[src/rtl/next_pc_unit.sv]
// Next-PC generation: sequential, branch, jump and register-jump redirects.
// Optional delay slot (DELAY_SLOT) and exception/eret support (macro NPC_EXC_EN).
module next_pc_unit #(
    parameter logic [31:0] RESET_PC   = 32'h0000_3000,
    parameter int          DELAY_SLOT = 0,
    parameter logic [31:0] EXC_VEC    = 32'h0000_4180
) (
    input  logic        clk,
    input  logic        reset,
    input  logic        stall,
    input  logic [2:0]  npc_op,
    input  logic [2:0]  cmp_op,
    input  logic [31:0] rs_val,
    input  logic [31:0] rt_val,
    input  logic [25:0] imm,
    input  logic [31:0] ra,
    output logic [31:0] pc,
    output logic [31:0] pc_4,
    output logic [31:0] link,
    output logic        taken,
    output logic        in_slot
`ifdef NPC_EXC_EN
    ,
    input  logic        exc_req,
    input  logic        eret,
    output logic [31:0] epc
`endif
);

    typedef enum logic [0:0] {
        IDLE = 1'b0,
        SLOT = 1'b1
    } state_t;

    localparam bit HAS_SLOT = (DELAY_SLOT != 0);

    state_t      state_q;
    logic [31:0] pc_q;
    logic [31:0] pend_q;
    logic [31:0] pc4;
    logic [31:0] br_tgt;
    logic [31:0] tgt;
    logic        cond;
    logic        raw_taken;

    assign pc4    = pc_q + 32'd4;
    assign br_tgt = pc4 + {{14{imm[15]}}, imm[15:0], 2'b00};

    // Zero compares are signed: the sign bit decides negativity.
    always_comb begin
        cond = 1'b0;
        case (cmp_op)
            3'd0:    cond = (rs_val == rt_val);
            3'd1:    cond = (rs_val != rt_val);
            3'd2:    cond = rs_val[31] | (rs_val == 32'd0);
            3'd3:    cond = ~rs_val[31] & (rs_val != 32'd0);
            3'd4:    cond = rs_val[31];
            3'd5:    cond = ~rs_val[31];
            default: cond = 1'b0;
        endcase
    end

    always_comb begin
        raw_taken = 1'b0;
        tgt       = pc4;
        case (npc_op)
            3'd1: begin
                raw_taken = cond;
                tgt       = br_tgt;
            end
            3'd2: begin
                raw_taken = 1'b1;
                tgt       = {pc_q[31:28], imm, 2'b00};
            end
            3'd3: begin
                raw_taken = 1'b1;
                tgt       = ra;
            end
            default: begin
                raw_taken = 1'b0;
                tgt       = pc4;
            end
        endcase
    end

    assign in_slot = HAS_SLOT && (state_q == SLOT);
    assign taken   = raw_taken & ~in_slot;
    assign pc      = pc_q;
    assign pc_4    = pc4;
    assign link    = HAS_SLOT ? (pc_q + 32'd8) : pc4;

`ifdef NPC_EXC_EN
    logic [31:0] epc_q;
    assign epc = epc_q;
`else
    logic unused_exc_vec;
    assign unused_exc_vec = ^EXC_VEC;
`endif

    always_ff @(posedge clk) begin
        if (reset) begin
            pc_q    <= RESET_PC;
            state_q <= IDLE;
            pend_q  <= 32'd0;
`ifdef NPC_EXC_EN
            epc_q   <= 32'd0;
        end else if (exc_req) begin
            // A fault in the slot restarts at the branch that owns it.
            epc_q   <= in_slot ? (pc_q - 32'd4) : pc_q;
            pc_q    <= EXC_VEC;
            state_q <= IDLE;
        end else if (eret) begin
            if (!stall) begin
                pc_q    <= epc_q;
                state_q <= IDLE;
            end
`endif
        end else if (!stall) begin
            if (in_slot) begin
                pc_q    <= pend_q;
                state_q <= IDLE;
            end else if (taken && HAS_SLOT) begin
                pend_q  <= tgt;
                pc_q    <= pc4;
                state_q <= SLOT;
            end else begin
                pc_q <= taken ? tgt : pc4;
            end
        end
    end

endmodule

[config.mk]
export PLATFORM = sky130hd
export DESIGN_NAME = next_pc_unit
export DESIGN_NICKNAME = d
export VERILOG_FILES = /design/src/rtl/next_pc_unit.sv
export SDC_FILE = /design/constraint.sdc
export NUM_CORES = 1
export LEC_CHECK = 0
export CAP_MARGIN = 20
export CORE_ASPECT_RATIO = 1.1
export CORE_MARGIN = 5
export CORE_UTILIZATION = 46
export CTS_CLUSTER_DIAMETER = 60
export DETAILED_ROUTE_END_ITERATION = 8
export PLACE_DENSITY = 0.93
export RECOVER_POWER = 50
export SYNTH_ARGS = -nofsm -noshare
export SYNTH_HDL_FRONTEND = slang
export SYNTH_SLANG_ARGS = --single-unit
[constraint.sdc]
create_clock -name clk -period 10.2 [get_ports clk]
set_clock_uncertainty 0.2 [all_clocks]
set_input_delay 2.55 -clock clk [delete_from_list [all_inputs] [get_ports clk]]
set_output_delay 2.55 -clock clk [all_outputs]
set_load 0.01 [all_outputs]
==> metrics.txt <==
Reg2Reg Launch Point=pc[7]$_SDFFE_PP0N_; total congestion overflow=0; reg-to-reg slack, setup=5.33 ns; die width=111 um; CP arrival=6.03 ns; top cell type's share of synthesized area=12.5%; Worst Max-Slew Pin Slew=1.12 ns; vias per inst=6.05; placed instance area=7200 um^2; initial DRC count=644; Crit. Startpoint=npc_op[1]; CTS buffer count=5; vias in the first global route=6171; pin count of the biggest net entering global routing=37; Leak Pwr=2.92 nW; placed cells=1013; top cells by area, synth=dfxtp_1 12%, ha_1 8.3%, xor2_1 8.0%; Initial Utilization=47.0%; run status=complete, no violations; H-tree depth=2; setup_tns=0 ns; 1st-pass router iterations=6; cts repair resizes=0; register area=641 um^2; setup bufs post-CTS=0; post-route clock period utilization=86.1%; CP startpoint kind=input port; post-synthesis register bit count=32; cell area after layout=7340 um^2; Routed WL per cell=19.8 um; Synth Cell Area=5130 um^2; worst relative slew slack=25.6%; layout cells sized above 1=4.81%; clk slew on worst S/H paths=0.06 ns; area of the multi-input gates=3960 um^2; power per cell area=86.8 nW/um^2; Avg Cell Area, Syn=7.35 um^2; Finished Core Util=67.3%; antenna violations before repair=0; Hold Path Depth=2; residual DRC count=0; Synth area leader=dfxtp_1; register area share after synthesis=12.5%; number of flops mapped to enable cells by yosys=0; hold path startpoint=pc[0]$_SDFFE_PP0P_; # rows=40; CP required=7.45 ns; die height=121 um; Total GRT Usage=28.9%; Worst Path Class, Setup=input port to primary output; full die area=13400 um^2; Synth Instances=697; nets@finish=1039; asr flop ratio synth=0%; Synth-to-Final Area Change=43.3%; maximum VDD drop=0.0585 mV; RD Place Congestion=0.996; CTS root buf=clkbuf_16; first-pass GRT wire length=31900 um; fill count=919; CTS tree=built; max_cap viols=0; critical path fanouts, max=33; Antenna Violating Nets Remaining=0; Worst R2R Path Depth=14; post-DP HPWL=16200 um; f_max=114 MHz; fin crit period=8.78 ns; Synth cell types=79; CTS max path bufs=2; commonest cells after routing, fill and taps aside=166 x clkdlybuf4s50_1, 60 x dlygate4sd3_1, 57 x nand2_1; clock latency on the worst-skew pair=0.28 ns; critical path endpoint category=primary output; endpoints failing setup=0; WL final=20200 um; hold_ws=0.311 ns; RSZ-0062 raised after global routing=false; hold_buf cts=0; Vias=6173; max reg flops=32; # IOs=229; final non-filler cell total=1021; core area=10900 um^2; Post-Syn Nets=863; YS warnings=0; Main synth FF type=dfxtp_1; Hold Violations, Final=0; Port Buffers=227; Min-Delay Path Class=flip-flop to flip-flop; commonest non-fill, non-tap cell in the layout=clkdlybuf4s50_1; max-slew violation count=0; TritonCTS Sinks=32; Ant. Diodes=0
critical path, cell delays in order:
cell and delay, ns:
dlygate4sd3_1 1.04, or2_0 0.93, a211oi_1 0.18, a2111oi_4 0.41
inv_2 0.31, clkdlybuf4s50_1 0.59
cell usage after synthesis (all sizes together), types with 5 or more instances:
master   count
a2111oi      7
a211oi      16
a21o         8
a21oi       49
a22oi        5
a31oi        7
and3         6
buf         42
clkbuf      21
dfxtp       32
ha          34
inv         23
mux2         5
mux2i       20
nand2       58
nand2b       9
nand3       27
nand4       10
nor2        55
nor2b        5
nor3        25
nor4        26
o21a         7
o21ai       48
o221ai       5
o31ai        5
or2          7
or3          6
or4          5
xnor2       32
xor2        47
area by class of cell:
| cell class | instances | share of cell area [%] |
|---|---|---|
| multi-input combinational | 579 | 54.0 |
| clock inverter | 2 | 0.477 |
| sequential | 32 | 8.72 |
| clock buffer | 6 | 1.75 |
| inverter | 23 | 1.18 |
| tap | 147 | 2.50 |
| timing repair buffer | 232 | 31.4 |
routing by layer:
layer	global-route usage (%)	up-vias	wire, um
met1	34.4	2825	7740
met2	52.1	393	9920
li1	-	2894	-
met5	0	-	0
met4	9.78	0	755
met3	5.26	61	1780
stage by stage:
stage / total power [mW] / worst slack, ns
after detailed placement: 0.465 / 1.76
final: 0.638 / 1.42
after floorplan: 0.328 / 3.34
after global routing: 0.669 / 1.18
after CTS: 0.639 / 1.78
after global placement: 0.459 / 1.84
worst paths after layout:
kind,endpoint
max,taken
min,pc[0]$_SDFFE_PP0P_
max reg2reg,pc[24]$_SDFFE_PP0N_
min reg2reg,pc[0]$_SDFFE_PP0P_
logic make-up after synthesis:
| group | Yosys count | share of synthesized area, % |
|---|---|---|
| buffers and inverters | 86 | 9.79 |
| AND/OR/NAND/NOR | 251 | 25.0 |
| AO/OA/AOI/OAI | 187 | 25.0 |
| XOR/XNOR | 80 | 13.9 |
| flip-flops | 32 | 12.5 |
| multiplexers | 25 | 5.00 |
| adder cells (fa/ha/maj) | 35 | 8.69 |
| other | 1 | 0.0732 |
report_power, final:
group	leakage [nW]	internal (mW)	switching, mW
clock network	0.0808	0.115	0.0612
registers	0.263	0.133	0.0120
logic	2.58	0.156	0.160
total	2.92	0.405	0.233
(Power assumes the default switching activity.)
